$ cat src/rtl/button_conditioner.sv
// -----------------------------------------------------------------------------
// button_conditioner
//
// Conditions the five board push-buttons for the game controller. Each raw pad
// is synchronized into the clk domain and debounced. A rising edge of the
// debounced level produces a one-cycle press pulse. A single-key lockout
// arbiter turns those pulses into at most one clean event per physical press.
//
// Ports
//   clk        system clock, all state on the rising edge
//   rst        asynchronous active-high reset
//   btnU..btnC raw asynchronous button pads
//   btn_level  debounced levels, [0]=U [1]=L [2]=R [3]=D [4]=C
//   btn_press  one-cycle pulse per debounced rising edge, same bit order
//   evt_valid  one-cycle strobe for an arbitrated press event
//   evt_sel    one-hot button of the event, zero when evt_valid is low
//
// Parameters
//   DEBOUNCE_CYCLES  consecutive mismatching s2 samples needed to accept a
//                    new level (2 .. 2**CNT_W-1)
//   CNT_W            width of each debounce counter
// -----------------------------------------------------------------------------
module button_conditioner #(
  parameter int DEBOUNCE_CYCLES = 1000000,
  parameter int CNT_W           = 20
) (
  input  logic       clk,
  input  logic       rst,
  input  logic       btnU,
  input  logic       btnL,
  input  logic       btnR,
  input  logic       btnD,
  input  logic       btnC,
  output logic [4:0] btn_level,
  output logic [4:0] btn_press,
  output logic       evt_valid,
  output logic [4:0] evt_sel
);

  localparam int NUM_BTN = 5;
  localparam logic [CNT_W-1:0] CNT_LAST = CNT_W'(DEBOUNCE_CYCLES - 1);
  localparam logic [CNT_W-1:0] CNT_ONE  = CNT_W'(1);

  typedef enum logic {
    IDLE,
    HELD
  } state_t;

  // Lowest-index set bit wins: U beats L beats R beats D beats C, which matches
  // the controller's own priority order.
  function automatic logic [NUM_BTN-1:0] lowestSet(input logic [NUM_BTN-1:0] v);
    return v & (~v + NUM_BTN'(1));
  endfunction

  logic [NUM_BTN-1:0] rawBtn;
  logic [NUM_BTN-1:0] syncS1;
  logic [NUM_BTN-1:0] syncS2;
  logic [NUM_BTN-1:0] stable;
  logic [NUM_BTN-1:0] prev;
  logic [CNT_W-1:0]   cnt [NUM_BTN];
  state_t             state;

  assign rawBtn = {btnC, btnD, btnR, btnL, btnU};

  // Stage: two-flop synchronizer; nothing downstream looks at syncS1.
  always_ff @(posedge clk or posedge rst) begin
    if (rst) begin
      syncS1 <= '0;
      syncS2 <= '0;
    end else begin
      syncS1 <= rawBtn;
      syncS2 <= syncS1;
    end
  end

  // Stage: debounce. The counter tracks consecutive samples where syncS2
  // disagrees with the accepted level; a single agreeing sample restarts it,
  // so any glitch shorter than DEBOUNCE_CYCLES leaves stable untouched. The
  // counter is cleared on acceptance and therefore never wraps.
  always_ff @(posedge clk or posedge rst) begin
    if (rst) begin
      stable <= '0;
      for (int i = 0; i < NUM_BTN; i++) begin
        cnt[i] <= '0;
      end
    end else begin
      for (int i = 0; i < NUM_BTN; i++) begin
        if (syncS2[i] == stable[i]) begin
          cnt[i] <= '0;
        end else if (cnt[i] == CNT_LAST) begin
          stable[i] <= syncS2[i];
          cnt[i]    <= '0;
        end else begin
          cnt[i] <= cnt[i] + CNT_ONE;
        end
      end
    end
  end

  // Stage: edge detect on the debounced level.
  always_ff @(posedge clk or posedge rst) begin
    if (rst) begin
      prev <= '0;
    end else begin
      prev <= stable;
    end
  end

  assign btn_level = stable;
  assign btn_press = stable & ~prev;

  // Stage: lockout arbiter. Once an event is issued, every further press is
  // swallowed until all buttons read released, so a chord yields one event.
  always_ff @(posedge clk or posedge rst) begin
    if (rst) begin
      state <= IDLE;
    end else begin
      case (state)
        IDLE: if (btn_press != '0) state <= HELD;
        HELD: if (btn_level == '0) state <= IDLE;
        default: state <= IDLE;
      endcase
    end
  end

  // The event is combinational so it lines up with its btn_press pulse.
  assign evt_valid = (state == IDLE) && (btn_press != '0);
  assign evt_sel   = evt_valid ? lowestSet(btn_press) : '0;

endmodule

$ cat config.mk
export PLATFORM = sky130hd
export DESIGN_NAME = button_conditioner
export DESIGN_NICKNAME = d
export VERILOG_FILES = /design/src/rtl/button_conditioner.sv
export SDC_FILE = /design/constraint.sdc
export NUM_CORES = 1
export LEC_CHECK = 0
export CAP_MARGIN = 20
export CORE_UTILIZATION = 55
export DETAILED_ROUTE_END_ITERATION = 6
export DONT_BUFFER_PORTS = 1
export PLACE_DENSITY_LB_ADDON = 0.1
export SLEW_MARGIN = 20
export SYNTH_ARGS = -nofsm -noshare
export SYNTH_HDL_FRONTEND = slang
export SYNTH_SLANG_ARGS = --single-unit
$ cat constraint.sdc
create_clock -name clk -period 6.5 [get_ports clk]
set_input_delay 1.3 -clock clk [delete_from_list [all_inputs] [get_ports clk]]
set_output_delay 1.3 -clock clk [all_outputs]
set_load 0.02 [all_outputs]
==> results of run 1 <==
cells in the final DEF, fill, tap and decap left out, types with 2 or more instances in the layout:
cell	Yosys	routed
and4_1	6	6
nor4_1	11	11
nand3_1	35	35
clkbuf_16	0	16
and2_1	3	3
nor3_1	18	18
dfrtp_1	121	121
xnor2_1	35	35
o21ai_0	20	18
o21ai_1	1	3
or4b_2	2	2
clkinv_2	0	4
inv_1	23	22
and3_1	10	10
a21oi_1	30	30
clkbuf_8	0	2
buf_4	0	6
clkinv_4	0	2
o31ai_1	13	11
o31ai_2	0	2
nor2b_1	3	3
bufinv_16	0	2
nand2b_1	5	5
nor2_1	82	82
mux2_2	5	5
nor4b_1	6	6
ha_1	5	5
xor2_1	31	31
nand4_1	19	19
nand2_1	32	32
nand4_2	2	2
clkinvlp_4	0	4
or3_1	17	17
or2_2	5	5
or4_1	20	20
nand4b_1	3	3
layer usage:
metal	vias to the layer above	wire length, um	track usage, %
met5	-	0	0
li1	2077	-	-
met2	70	5190	33.8
met4	0	127	8.27
met1	2091	5290	29.0
met3	13	460	7.02
logic make-up after synthesis:
| kind of cell | share of synthesized area [%] |
|---|---|
| XOR/XNOR | 10.0 |
| AND/OR/NAND/NOR | 26.5 |
| AO/OA/AOI/OAI | 6.13 |
| adder cells (fa/ha/maj) | 1.09 |
| multiplexers | 0.978 |
| buffers and inverters | 2.67 |
| flip-flops | 52.6 |
metrics by stage:
stage	total power [mW]	cell area (um^2)	hold slack, ps	util [%]
6_report	1.70	6470	346	65.0
2_1_floorplan	0.820	5760	331	-
4_1_cts	1.72	6470	350	65.0
5_1_grt	1.76	6470	350	65.0
3_5_place_dp	0.833	5910	337	59.4
3_3_place_gp	0.832	5910	332	59.4
cell type report:
cell class,count,area [um^2]
multi-input combinational,423,2590
timing repair buffer,6,45.0
tap,133,166
clock inverter,12,128
fill,797,3480
sequential,121,3030
clock buffer,19,432
inverter,23,88.8
flip-flops by register name, indices dropped and copies added (netlist names):
register   flops
cnt          100
btn_level      5
syncS2         5
state          1
syncS1         5
prev           5
worst paths after layout:
kind	endpoint	cells past startpoint	slack [ps]
setup / recovery	evt_sel[3]	3	2980
hold / removal	syncS2[4]	0	350
setup reg to reg	cnt[37]	5	4120
hold reg to reg	syncS2[4]	0	350
max in group asynchronous	cnt[82]	2	4470
min in group asynchronous	cnt[4]	1	740
where the power goes:
part	internal [mW]	switching, mW	total [mW]
Combinational	0.0114	0.0325	0.0439
Clock	0.550	0.329	0.879
Sequential	0.765	0.0104	0.775
Total	1.33	0.372	1.70
==> flow_summary.toml, run 1 <==
[pwr]
p_per_area_nw_per_um2 = 262
peakVddDrop_v = 0.000203
cellLeakagePower_nw = 2.68

[critical_path]
cp.buffers_inverters = 0
startpoint = "btn_level[2]"
crit_family = "simple AND/OR/NAND/NOR gates"
cp-end-kind = "primary output"
cpPeakStageDelay_ps = 850
crit_required_ps = 5200
reg2reg_from = "cnt[35]"
critical-path-slowest-cell = "nor4b_1"
path_class = "reg2out"
critPathLaunchType = "flip-flop"
worstPathArrival_ps = 2220
crit_fanout = 6
cp_cell_sequence = "nand2b_1 -> nand2_1 -> nor4b_1"

[synth]
synth.ff_latch_count = 121
ys_warn_count = 0
ys.flop_type = "dfrtp_1"
synth.area.top_cells = "dfrtp_1 53%, nor2_1 5.3%, xnor2_1 5.3%, xor2_1 4.7%, nand3_1 3.0%"
syn_inst = 584
synthArstFlopShare_pct = 100
synth_area_um2 = 5760
synth_edf_count = 0
synth_cell_type_count = 34
netlist.area_leader.share_pct = 52.6
avgSynthCellArea_um2 = 9.86
synth.largest_area_cell = "dfrtp_1"
yosys.cell_count.top_type = "dfrtp_1"
synth_common_cells = "121 x dfrtp_1, 82 x nor2_1, 35 x nand3_1, 35 x xnor2_1, 32 x nand2_1"
syn-num-nets = 596
ys_seq_area_share_pct = 52.6

[global_route]
grt_start_max_net_pins = 69
grt_pass1_wl_um = 19000
track_usage_pct = 22.0
grt_pass1_vias = 4035
grt-ovfl-total = 0
antenna_found_initial = 0

[route]
vias = 4251
drtAntennaViolNets = 0
drcViolationCount = 0
totalWireLength_um = 11100
dr.pass1.iters = 5
avgRoutedWirePerCell_um = 15.0
drtIter0Drc = 151
vias_per_cell = 5.77

[timing]
post-route-period-util_pct = 54.1
fmax_ghz = 0.284
tns_ps = 0
relSlewSlack_pct = 33.6
skew_ps = 5.60
hold_violations = 0
finalCriticalPeriod_ps = 3520
rsz0062_at_grt = "no"
setup_viol = 0
tightest_slew_ps = 982
slew_violations = 0
setup_slack_ps = 2980

[place]
place_congestion = 0.804
preCtsSetupSlack_ps = 3490
portBuffers = 0
dp_hpwl_um = 7330
dp.cells = 706

[die]
core_um2 = 9950
ios = 23
die_y_um = 104
initial_core_util_pct = 57.8
die_w_um = 104
dieArea_um2 = 10900
fp-row-count = 36

[clock_tree]
cts_resized = 0
clkTransAtPathRegs_ps = 60
cts_tree = "yes"
cts-hold-fix-buffers = 0
clock-sinks = 121
cts.path.max_buffers = 2
h-tree-depth = 4
ctsRootBufferMaster = "clkbuf_8"
postCtsSetupBuffers = 0
cts_made_buffers = 17
clk_latency_ps = 520

[layout]
antenna_cells = 0
drive_above_1_share_pct = 8.94
layout.nets = 604
fin_cells = 737
synthToLayoutAreaGrowth_pct = 12.4

[job]
drv_cap = 0

[min_path]
hold_class = "reg2reg"
hp-start = "syncS1[4]"

[status]
status = "complete, no violations"
No activity file was read; power rests on OpenSTA's default activity.
==> run 2: changes to the inputs <==
Clock period 6.5 ns to 2.85 ns, I/O delays scaled along.
==> flow_summary.toml, run 2 (synthesis gave the netlist of run 1 again) <==
[clock_tree]
cts-hold-fix-buffers = 0
clk_latency_ps = 530
cts_tree = "yes"
clkTransAtPathRegs_ps = 50
ctsRootBufferMaster = "clkbuf_8"
cts_made_buffers = 17
cts_resized = 0
postCtsSetupBuffers = 0
cts.path.max_buffers = 2
clock-sinks = 121
h-tree-depth = 4

[critical_path]
critPathLaunchType = "flip-flop"
startpoint = "btn_level[3]"
worstPathArrival_ps = 2030
cpPeakStageDelay_ps = 530
reg2reg_from = "cnt[60]"
cp.depth = 3
cp-end-kind = "primary output"
crit_fanout = 7
rrSetupSlack_ps = 770
cp-endpoint = "evt_valid"
critical-path-slowest-cell = "dfrtp_1"
cp.buffers_inverters = 0
reg2reg_depth = 6
cp_cell_sequence = "nor2b_1 -> nor4_1 -> nor2_1"
r2r-end = "cnt[62]"
crit_required_ps = 2280
path_class = "reg2out"
crit_family = "simple AND/OR/NAND/NOR gates"

[place]
portBuffers = 0
dp_hpwl_um = 7290
place_congestion = 0.818
placed_area_um2 = 5980

[layout]
drive_above_1_share_pct = 9.31
stdcell_area_um2 = 6560
largest-register = "cnt"
largest_register_ff_count = 100
fill_cells = 796
mostFrequentLayoutCells = "121 x dfrtp_1, 82 x nor2_1, 35 x xnor2_1, 35 x nand3_1, 32 x nand2_1"
layout_commonest_cell = "dfrtp_1"
antenna_cells = 0
synthToLayoutAreaGrowth_pct = 14.0
layout.nets = 611

[timing]
rsz0062_at_grt = "no"
skew_ps = 7.46
slew_violations = 0
post-route-period-util_pct = 91.4
relSlewSlack_pct = 53.4
tns_ps = 0
tightest_slew_ps = 692
finalCriticalPeriod_ps = 2600
setup_viol = 0
hold_violations = 0
fmax_ghz = 0.384

[die]
die_y_um = 104
fp-row-count = 36
dieArea_um2 = 10900
ios = 23
core_um2 = 9950
initial_core_util_pct = 57.8
die_w_um = 104

[global_route]
antenna_found_initial = 0
grt_pass1_wl_um = 19200
grt_start_max_net_pins = 122
track_usage_pct = 22.5
grt-ovfl-total = 0
grt_pass1_vias = 4124

[status]
status = "complete, no violations"

[route]
avgRoutedWirePerCell_um = 14.9
vias = 4240
dr.pass1.iters = 4
vias_per_cell = 5.69
drtIter0Drc = 149
drcViolationCount = 0
drtAntennaViolNets = 0
totalWireLength_um = 11100

[pwr]
cellLeakagePower_nw = 2.73
peakVddDrop_v = 0.000405
p_per_area_nw_per_um2 = 605

[job]
drv_cap = 0

[min_path]
hold_class = "in2async"
-- run 2: stage by stage --
stage	hold WS (ps)	setup WS (ps)	total power, mW	utilization [%]	std cells
after global placement	333	813	1.90	60.1	713
after detailed placement	336	795	1.90	60.1	713
final	66.8	246	3.97	65.9	745
after floorplan	331	774	1.87	-	584
after CTS	47.2	227	4.01	65.9	745
after global routing	37.4	107	4.11	65.9	745
-- run 2: worst min-delay path by stage --
stage                endpoint  slack, ps  cells after the start
floorplan           syncS2[0]        330                      0
global placement    syncS2[3]        330                      0
detailed placement  syncS2[4]        340                      0
CTS                 syncS1[1]         50                      0
global route        syncS1[0]         40                      0
finish              syncS1[4]         70                      2
-- run 2: area by class of cell --
type	instances	area [um^2]	share of cell area [%]
Multi-Input combinational cell	423	2590	39.4
Sequential cell	121	3030	46.1
Clock buffer	25	464	7.07
Tap cell	133	166	2.54
Inverter	23	90.1	1.37
Timing Repair Buffer	13	110	1.68
Clock inverter	7	116	1.77
-- run 2: routing by layer --
metal | track usage (%) | up-vias | wire length (um)
met5 | 0 | - | 0
met4 | 8.78 | 0 | 164
met3 | 7.83 | 19 | 471
met2 | 34.4 | 63 | 5200
met1 | 29.3 | 2073 | 5240
li1 | - | 2085 | -
-- run 2: power breakdown --
part / internal (mW) / total (mW) / switching, mW / leakage, nW
Clock: 1.38 / 2.10 / 0.720 / 0.280
Sequential: 1.74 / 1.77 / 0.0238 / 1.66
Combinational: 0.0295 / 0.104 / 0.0743 / 0.793
Total: 3.15 / 3.97 / 0.818 / 2.73
-- run 2: worst register-to-register path: stages (launching register included) --
cell     delay [ps]
dfrtp_1         390
ha_1            230
and4_1          260
nand2_1         140
o31ai_2         550
buf_4           310
nor2_1           90
==> run 3: changes to the inputs <==
Settings changed: CORE_UTILIZATION 55 to 57, HOLD_SLACK_MARGIN from default to 0.1, SLEW_MARGIN 20 to default.
==> flow_summary.toml, run 3 (synthesis gave the netlist of run 1 again) <==
[status]
status = "complete, no violations"

[layout]
multiInputGateArea_um2 = 2590
antenna_cells = 0
layout.nets = 620
drive_above_1_share_pct = 10.3
synthToLayoutAreaGrowth_pct = 16.3
mostFrequentLayoutCells = "121 x dfrtp_1, 82 x nor2_1, 35 x xnor2_1, 35 x nand3_1, 32 x nand2_1"
largest-register = "cnt"
layout_commonest_cell = "dfrtp_1"
seqCellArea_um2 = 3030
largest_register_ff_count = 100
fill_cells = 753

[timing]
setup_viol = 0
skew_ps = 7.99
relSlewSlack_pct = 45.3
fmax_ghz = 0.375
hold_violations = 0
tightest_slew_ps = 819
slew_violations = 0
finalCriticalPeriod_ps = 2670
post-route-period-util_pct = 93.5
tns_ps = 0
rsz0062_at_grt = "no"

[clock_tree]
ctsRootBufferMaster = "clkbuf_8"
clk_latency_ps = 530
cts_resized = 0
cts_made_buffers = 17
cts.path.max_buffers = 2
clock-sinks = 121
cts_tree = "yes"
h-tree-depth = 4
clkTransAtPathRegs_ps = 60

[critical_path]
critPathLaunchType = "flip-flop"
crit_required_ps = 2280
r2r-end = "cnt[59]"
rrSetupSlack_ps = 600
cpPeakStageDelay_ps = 580
cp_cell_sequence = "nor2b_1 -> nor4_1 -> nor2_1"
worstPathArrival_ps = 2100
cp-end-kind = "primary output"
critical-path-slowest-cell = "dfrtp_1"
crit_fanout = 7
reg2reg_depth = 5
reg2reg_from = "cnt[56]"
path_class = "reg2out"

[die]
ios = 23
fp-row-count = 36
core_um2 = 9770
initial_core_util_pct = 58.9
die_y_um = 103
dieArea_um2 = 10500
die_w_um = 103

[route]
totalWireLength_um = 11100
drtIter0Drc = 133
drtAntennaViolNets = 0
avgRoutedWirePerCell_um = 14.7
vias = 4309
dr.pass1.iters = 5
drcViolationCount = 0
vias_per_cell = 5.72

[global_route]
antenna_found_initial = 0
grt_pass1_wl_um = 18700
track_usage_pct = 23.6
grt_pass1_vias = 4101
grt-ovfl-total = 0
grt_start_max_net_pins = 39

[job]
drv_cap = 0

[place]
portBuffers = 0
dp_hpwl_um = 7650
place_congestion = 0.799

[min_path]
hold_depth = 0
hp-start = "syncS1[3]"
hold_class = "reg2reg"
min_to = "syncS2[3]"

[pwr]
finalPower_mw = 4.16
cellLeakagePower_nw = 2.80
peakVddDrop_v = 0.000651
p_per_area_nw_per_um2 = 622
run 3: changes by cell type in the layout (fill, tap and decap cells not counted), sizes merged:
cell         before  now
buf              13   16
bufinv            3    5
clkbuf           25   19
clkinv            3    6
dlygate4sd3       0    6
run 3: layout make-up:
cell class / count / area share [%]
clock inverter: 12 / 2.97
multi-input combinational: 423 / 38.6
timing repair buffer: 22 / 2.88
inverter: 23 / 1.35
clock buffer: 19 / 6.45
tap: 133 / 2.49
sequential: 121 / 45.2
run 3: routing by layer:
metal / wire length (um) / global-route usage, % / part of all wire (%)
met1: 5130 / 29.2 / 46
met2: 5380 / 38.9 / 48
met3: 379 / 6.71 / 3.4
met4: 196 / 10.4 / 1.8
met5: 0 / 0 / 0
run 3: per-stage QoR:
step                      area [um^2]  setup slack, ps  util (%)  hold WS [ps]  cells
final                            6690              184      68.5           352    753
after global routing             6690             48.2      68.5           357    753
after CTS                        6690              118      68.5           355    753
after detailed placement         6000              616      61.4           341    716
after global placement           6000              675      61.4           333    716
after floorplan                  5760              774         -           331    584
run 3: worst max-delay path, delay by kind of cell, from the launching register on:
kind	cells	cell delay, ps
flops	1	580
simple gates	3	990
run 3: worst max-delay path by stage:
stage                       startpoint         end  slack [ps]  depth (start not counted)
after floorplan           btn_level[4]  evt_sel[4]         770                          3
after global placement         cnt[56]     cnt[58]         680                          5
after detailed placement       cnt[56]     cnt[56]         620                          5
after CTS                 btn_level[1]  evt_sel[3]         120                          4
after global routing      btn_level[3]   evt_valid          50                          3
final                     btn_level[3]   evt_valid         180                          3
run 3: what timing repair did:
| action | CTS | global route |
|---|---|---|
| hold buffers | 6 | 0 |
| buffers inserted | 0 | 0 |
| hold endpoints to repair | 38 | 0 |
run 3: power breakdown:
group          internal [mW]  switching [mW]
logic                 0.0387          0.0767
registers               1.74          0.0244
clock network           1.52           0.756
total                   3.31           0.857
